<file path="config.mk">
export PLATFORM = sky130hd
export DESIGN_NAME = rv_width_converter
export DESIGN_NICKNAME = d
export VERILOG_FILES = /design/src/rtl/rv_width_converter.sv
export SDC_FILE = /design/constraint.sdc
export NUM_CORES = 1
export LEC_CHECK = 0
export ABC_CLOCK_PERIOD_IN_PS = 3800
export BUFFER_PORTS_ARGS = -buffer_cell sky130_fd_sc_hd__buf_2
export CAP_MARGIN = 40
export CORE_ASPECT_RATIO = 0.5
export CORE_UTILIZATION = 57
export DETAILED_ROUTE_END_ITERATION = 12
export PLACE_DENSITY = 0.93
export SLEW_MARGIN = 10
export SYNTH_ARGS = -nofsm -noshare
export SYNTH_HDL_FRONTEND = slang
export SYNTH_SLANG_ARGS = --single-unit
</file>
<file path="constraint.sdc">
create_clock -name CLK_I -period 3.8 [get_ports CLK_I]
set_input_delay 0.57 -clock CLK_I [delete_from_list [all_inputs] [get_ports CLK_I]]
set_output_delay 0.57 -clock CLK_I [all_outputs]
set_load 0.01 [all_outputs]
</file>
<file path="src/rtl/rv_width_converter.sv">
// Byte <-> word ready-valid width converter for the host link / register interface boundary.
// Receive assembles WORD_BYTES little-endian bytes into a word; transmit serializes a word into bytes.
module rv_width_converter #(
  parameter int BYTE_WIDTH = 8,
  parameter int WORD_BYTES = 4
) (
  input  logic                             CLK_I,
  input  logic                             RST_I,
  input  logic                             RX_VALID_I,
  output logic                             RX_READY_O,
  input  logic [BYTE_WIDTH-1:0]            RX_DATA_I,
  output logic                             WORD_VALID_O,
  input  logic                             WORD_READY_I,
  output logic [BYTE_WIDTH*WORD_BYTES-1:0] WORD_DATA_O,
  input  logic                             WORD_VALID_I,
  output logic                             WORD_READY_O,
  input  logic [BYTE_WIDTH*WORD_BYTES-1:0] WORD_DATA_I,
  output logic                             TX_VALID_O,
  input  logic                             TX_READY_I,
  output logic [BYTE_WIDTH-1:0]            TX_DATA_O,
  input  logic                             FLUSH_I
);

  localparam int W     = BYTE_WIDTH * WORD_BYTES;
  localparam int CNT_W = $clog2(WORD_BYTES);
  localparam logic [CNT_W-1:0] LAST = CNT_W'(WORD_BYTES - 1);

  typedef enum logic { COLLECT, HOLD } rx_state_t;
  typedef enum logic { IDLE, SEND } tx_state_t;

  rx_state_t        rx_state, rx_state_nxt;
  logic [CNT_W-1:0] rx_cnt, rx_cnt_nxt;
  logic [W-1:0]     rx_word, rx_word_nxt;
  logic             rx_ready;

  tx_state_t        tx_state, tx_state_nxt;
  logic [CNT_W-1:0] tx_cnt, tx_cnt_nxt;
  logic [W-1:0]     tx_sh, tx_sh_nxt;

  always_ff @(posedge CLK_I or posedge RST_I) begin
    if (RST_I) begin
      rx_state <= COLLECT;
      rx_cnt   <= '0;
      rx_word  <= '0;
      tx_state <= IDLE;
      tx_cnt   <= '0;
      tx_sh    <= '0;
    end else begin
      rx_state <= rx_state_nxt;
      rx_cnt   <= rx_cnt_nxt;
      rx_word  <= rx_word_nxt;
      tx_state <= tx_state_nxt;
      tx_cnt   <= tx_cnt_nxt;
      tx_sh    <= tx_sh_nxt;
    end
  end

  // Receive: a flush only clears the byte count; bytes already written are overwritten later.
  always_comb begin
    rx_state_nxt = rx_state;
    rx_cnt_nxt   = rx_cnt;
    rx_word_nxt  = rx_word;
    rx_ready     = 1'b0;
    WORD_VALID_O = 1'b0;
    case (rx_state)
      COLLECT: begin
        rx_ready = !FLUSH_I;
        if (FLUSH_I) begin
          rx_cnt_nxt = '0;
        end else if (RX_VALID_I) begin
          for (int i = 0; i < WORD_BYTES; i++) begin
            if (rx_cnt == CNT_W'(i)) rx_word_nxt[i*BYTE_WIDTH +: BYTE_WIDTH] = RX_DATA_I;
          end
          if (rx_cnt == LAST) begin
            rx_cnt_nxt   = '0;
            rx_state_nxt = HOLD;
          end else begin
            rx_cnt_nxt = rx_cnt + CNT_W'(1);
          end
        end
      end
      HOLD: begin
        WORD_VALID_O = 1'b1;
        if (WORD_READY_I) rx_state_nxt = COLLECT;
      end
      default: rx_state_nxt = COLLECT;
    endcase
  end

  // Transmit: the shift register zero-fills so TX_DATA_O idles at zero after a word drains.
  always_comb begin
    tx_state_nxt = tx_state;
    tx_cnt_nxt   = tx_cnt;
    tx_sh_nxt    = tx_sh;
    TX_VALID_O   = 1'b0;
    case (tx_state)
      IDLE: begin
        if (WORD_VALID_I) begin
          tx_sh_nxt    = WORD_DATA_I;
          tx_cnt_nxt   = '0;
          tx_state_nxt = SEND;
        end
      end
      SEND: begin
        TX_VALID_O = 1'b1;
        if (TX_READY_I) begin
          tx_sh_nxt = tx_sh >> BYTE_WIDTH;
          if (tx_cnt == LAST) tx_state_nxt = IDLE;
          else                tx_cnt_nxt   = tx_cnt + CNT_W'(1);
        end
      end
      default: tx_state_nxt = IDLE;
    endcase
  end

  // Ready outputs are combinational from state, so reset must gate them explicitly.
  assign RX_READY_O   = rx_ready && !RST_I;
  assign WORD_READY_O = (tx_state == IDLE) && !RST_I;
  assign WORD_DATA_O  = rx_word;
  assign TX_DATA_O    = tx_sh[BYTE_WIDTH-1:0];

endmodule

</file>
* Yosys cells after proc, flatten, opt, wreduce, memory -nomap -nowiden
Index checks and enable logic that the tools add are counted.
Storage, ports and cells: register bits 70, latch bits 0, RAM bits 0, ROM bits 0, input port bits 47, output and inout bits 44, memories kept 0
Operators by class: add/sub/neg operators 2, multiply operators 0, divide/modulo/power cells 0, order comparisons 0, eq/ne operators 7, shifts and indexed selects 0, multiplexer cells 22, bitwise logic cells 3, reduce and logical (&&, ||, !) cells 13
Operator list (number):
- 32-bit 2-to-1 mux | 2
- 32-bit case mux with 2 select lines | 1
- 4-bit AND reduction | 4
- 2-bit 2-to-1 mux | 6
- 1-bit 2-to-1 mux | 10
- 2-bit == test, second input constant | 3
- 2-bit inequality test, second input constant | 3
- 2-bit by 1-bit adder with 2-bit output, second input constant | 2
- 1-bit case mux with 2 select lines | 2
- 2-bit case mux with 2 select lines | 1
- 2-bit AND reduction | 2
- 1-bit inverter | 3
- 3-bit AND reduction | 1
- 2-bit by 1-bit == test with 1-bit output, second input constant | 1
- 1-bit logical AND | 2
- 1-bit zero test | 2
- 2-bit zero test | 1
- 2-bit nonzero test | 1

* Logic depth before layout (Yosys ltp)
word-level depth 5, gate-level depth with buffers 5

* Worst setup path before layout
OpenSTA, ideal clock, no wires.
path type reg2out, from register tx_state, to output port WORD_READY_O, arrival time 1.001 ns, required time 3.230 ns, setup slack 2.229 ns, stages on the path, launching flop included 4, buffers on the path 2, cell sequence dfrtp_1 buf_2 buf_2 nor2_1
On the way: cells in the longest elaborated chain, start to end 2
RTL lines:
- start: declaration | line 36 | tx_state_t tx_state, tx_state_nxt;
- start signal: assignment | line 52 | tx_state <= tx_state_nxt;
- 1-bit inverter
- 1-bit logical AND | line 118 | assign WORD_READY_O = (tx_state == IDLE) && !RST_I;
- end: declaration | line 16 | output logic WORD_READY_O,
Every way passes these cells.

* Worst setup path after layout
from register rx_cnt[0], to register rx_word[6] (netlist: WORD_DATA_O[6])
On the way: cells in the longest elaborated chain, start to end 2
RTL lines:
- start: declaration | line 32 | logic [CNT_W-1:0] rx_cnt, rx_cnt_nxt;
- start signal: assignment | line 50 | rx_cnt <= rx_cnt_nxt;
- 2-bit zero test | line 72 | if (rx_cnt == CNT_W'(i)) rx_word_nxt[i*BYTE_WIDTH +: BYTE_WIDTH] = RX_DATA_I;
- 4-bit AND reduction (no source line)
- end signal: assignment | line 51 | rx_word <= rx_word_nxt;
- end: declaration | line 33 | logic [W-1:0] rx_word, rx_word_nxt;
Every way passes these cells. A chain may end at the register's enable or synchronous reset.

==> flow_summary.json <==
{
  "status": "finished, final reports clean",
  "syn-num-nets": 299,
  "num_vias": 2268,
  "leakage_nw": 2.29,
  "ys_ff_latch": 70,
  "setup_viol": 0,
  "cts-resized-gates": 0,
  "setup.worst_path.class": "reg -> reg",
  "ir_drop_mv": 0.314,
  "multi_input_area_mm2": 0.00154,
  "finalHoldViolCount": 0,
  "layout_min_cycle_time_ns": 2.07,
  "slowest_delay_ns": 0.70,
  "initial_core_util": 0.611,
  "postSynth.asyncResetShare": 1.00,
  "finClkSkew_ns": 0.00527,
  "placed_area_mm2": 0.00393,
  "n_fill_cell": 391,
  "final_nets": 381,
  "final_cell_area_mm2": 0.00420,
  "synth-edff-count": 0,
  "seq_power_share": 0.426,
  "drtIter0Drc": 57,
  "ios": 91,
  "die-area_mm2": 0.00643,
  "timing.final.crit_share": 0.545,
  "synth.top_cell.area_share": 0.504,
  "worst_pin_slew_ns": 0.898,
  "seq_area_mm2": 0.00175,
  "required_ns": 4.01,
  "syn_avg_cell_area_um2": 14.1,
  "max_cap_viol_count": 0,
  "synth_cell_types": 31,
  "detail-route-antenna-nets": 0,
  "die_w_um": 112,
  "drc": 0,
  "layout_common_cells": "90 x buf_2, 69 x dfrtp_1, 52 x mux2i_1",
  "track_usage": 0.239,
  "numCtsBuffers": 9,
  "grt_pass1_vias": 2384,
  "routed_wl_um": 7060,
  "io_buffer_count": 90,
  "synthToLayoutAreaGrowth_pct": 20.9,
  "insertion_delay_ns": 0.33,
  "p_per_area_mw_per_mm2": 647,
  "relSlewSlack": 0.400,
  "drive_above_1_share": 0.453,
  "via_per_inst": 5.59,
  "clk_pin_slew_ns": 0.06,
  "yosysWarnings": 0,
  "place_hpwl_um": 4870,
  "path_cells": "inv_1, ha_1, nor4bb_2, buf_4, mux2_4",
  "place_congestion": 0.767,
  "wl_per_cell_um": 17.4,
  "worstSetupStartpointType": "flop",
  "root_buffer": "clkbuf_16",
  "p_int_w": 0.00188,
  "grt_max_degree": 47,
  "synth_area_mm2": 0.00347,
  "core_area_mm2": 0.00568,
  "antenna_found_initial": 0,
  "critPathMaxFanout": 5,
  "max_clock_freq_mhz": 483,
  "crit_buf_inv": 2,
  "grt_pass1_wl_um": 11700,
  "cts_tree": "built",
  "ys_seq_area_frac": 0.504,
  "rows": 19,
  "pwr-share-clk": 0.282,
  "combPwrFrac": 0.292,
  "synth_top_cell_by_area": "dfrtp_1",
  "clock_path_buffers": 2,
  "overflow": 0,
  "finish.utilization": 0.739,
  "power.switching_w": 0.000835,
  "cpMaxStageDelayCell": "nor4bb_2",
  "synth_area_leaders": "dfrtp_1 50%, mux2i_1 15%, mux2_4 14%, buf_4 2.4%, nor4bb_2 1.9%",
  "crit_family": "simple AND/OR/NAND/NOR gates",
  "firstDrtPassIters": 8,
  "netlist_instances": 247,
  "layout_commonest_cell": "buf_2",
  "cts_htree_levels": 3,
  "grt_setup_unrepaired": "no",
  "setup-tns-final_ns": 0,
  "cts_sinks": 70,
  "drv_slew": 0,
  "synth_ff_type": "dfrtp_1",
  "post-cts-setup-buffers": 0,
  "cp.arrival_ns": 2.28,
  "holdBufCountCts": 0,
  "hp-class": "in -> async",
  "switching_share": 0.307,
  "endpoint_kind": "flop",
  "antenna_cells": 0,
  "chipHeight_um": 57.2
}
cell usage after synthesis, types with 2 or more instances:
cell type  count
o22ai_1        7
nor3b_1        3
a211o_1        4
nor4bb_2       4
mux2_4        32
mux2i_1       52
nand2_1        7
inv_1          4
buf_6          5
buf_4         11
dfrtp_1       70
and3b_1        3
nor2_1         2
buf_2          8
ha_1           5
a22o_1         2
a221o_1        6
and3_1         9
worst reg2reg max path, stage by stage (launching register included):
cell and delay [ns]:
dfrtp_1 0.42, inv_1 0.10, ha_1 0.14, nor4bb_2 0.70, buf_4 0.28, mux2_4 0.31
layout make-up:
type	instances	area share
well taps	73	0.0217
clock inverters	5	0.00864
repair buffers	96	0.125
multi-input cells	148	0.367
clock buffers	10	0.0569
inverters	4	0.00357
flip-flops and latches	70	0.417
metrics by stage:
step	setup slack, ns	hold WS (ns)	total power, W	std cells
2_1_floorplan	1.46	0.450	0.00172	247
3_3_place_gp	1.65	0.465	0.00188	388
3_5_place_dp	1.59	0.474	0.00196	391
4_1_cts	1.71	0.213	0.00273	406
5_1_grt	1.63	0.225	0.00285	406
6_report	1.73	0.210	0.00272	406
per-layer routing:
layer	up-vias	routed length, um	GRT usage
met5	-	0	0
met4	0	96	0.0724
met3	13	275	0.0691
met2	60	3530	0.407
met1	1135	3160	0.304
li1	1060	-	-
logic make-up (layout without fill, tap and decap cells):
logic type,Yosys count,in the layout,synth area share
DFF,70,70,0.504
and+or+nand+nor,34,34,0.0713
AOI/OAI and AO/OA,23,23,0.0540
buffers and inverters,29,115,0.0569
adders and majority gates,5,5,0.0180
muxes,86,86,0.295
state kept, by name, summed over array words and instances, names as in the netlist:
| register | cells |
|---|---|
| WORD_DATA_O | 32 |
| rx_cnt | 2 |
| rx_state | 1 |
| tx_cnt | 2 |
| tx_sh | 32 |
| tx_state | 1 |
power groups by stage:
| stage | clock network, W | registers, W | logic, W |
|---|---|---|---|
| final | 0.000765 | 0.00116 | 0.000793 |
| after global routing | 0.000808 | 0.00118 | 0.000864 |
| after CTS | 0.000773 | 0.00116 | 0.000803 |
| after detailed placement | 0 | 0.00116 | 0.000802 |
| after global placement | 0 | 0.00118 | 0.000699 |
| after floorplan | 0 | 0.00116 | 0.000555 |
path summary, 6_finish.rpt:
kind                                  startpoint  slack (ns)                         end  cells past startpoint
setup / recovery           rx_cnt[0]$_DFFE_PP0P_        1.73  WORD_DATA_O[6]$_DFFE_PP0P_                      5
hold / removal                             RST_I        0.21       tx_sh[19]$_DFFE_PP0P_                      2
setup reg to reg           rx_cnt[0]$_DFFE_PP0P_        1.73  WORD_DATA_O[6]$_DFFE_PP0P_                      5
hold reg to reg             tx_sh[9]$_DFFE_PP0P_        0.48        tx_sh[9]$_DFFE_PP0P_                      1
max in group asynchronous                  RST_I        2.95          tx_state$_DFF_PP0_                      3
min in group CLK_I                WORD_DATA_I[7]        0.48        tx_sh[7]$_DFFE_PP0P_                      2
Note: power is estimated with default switching activity, not from simulation.
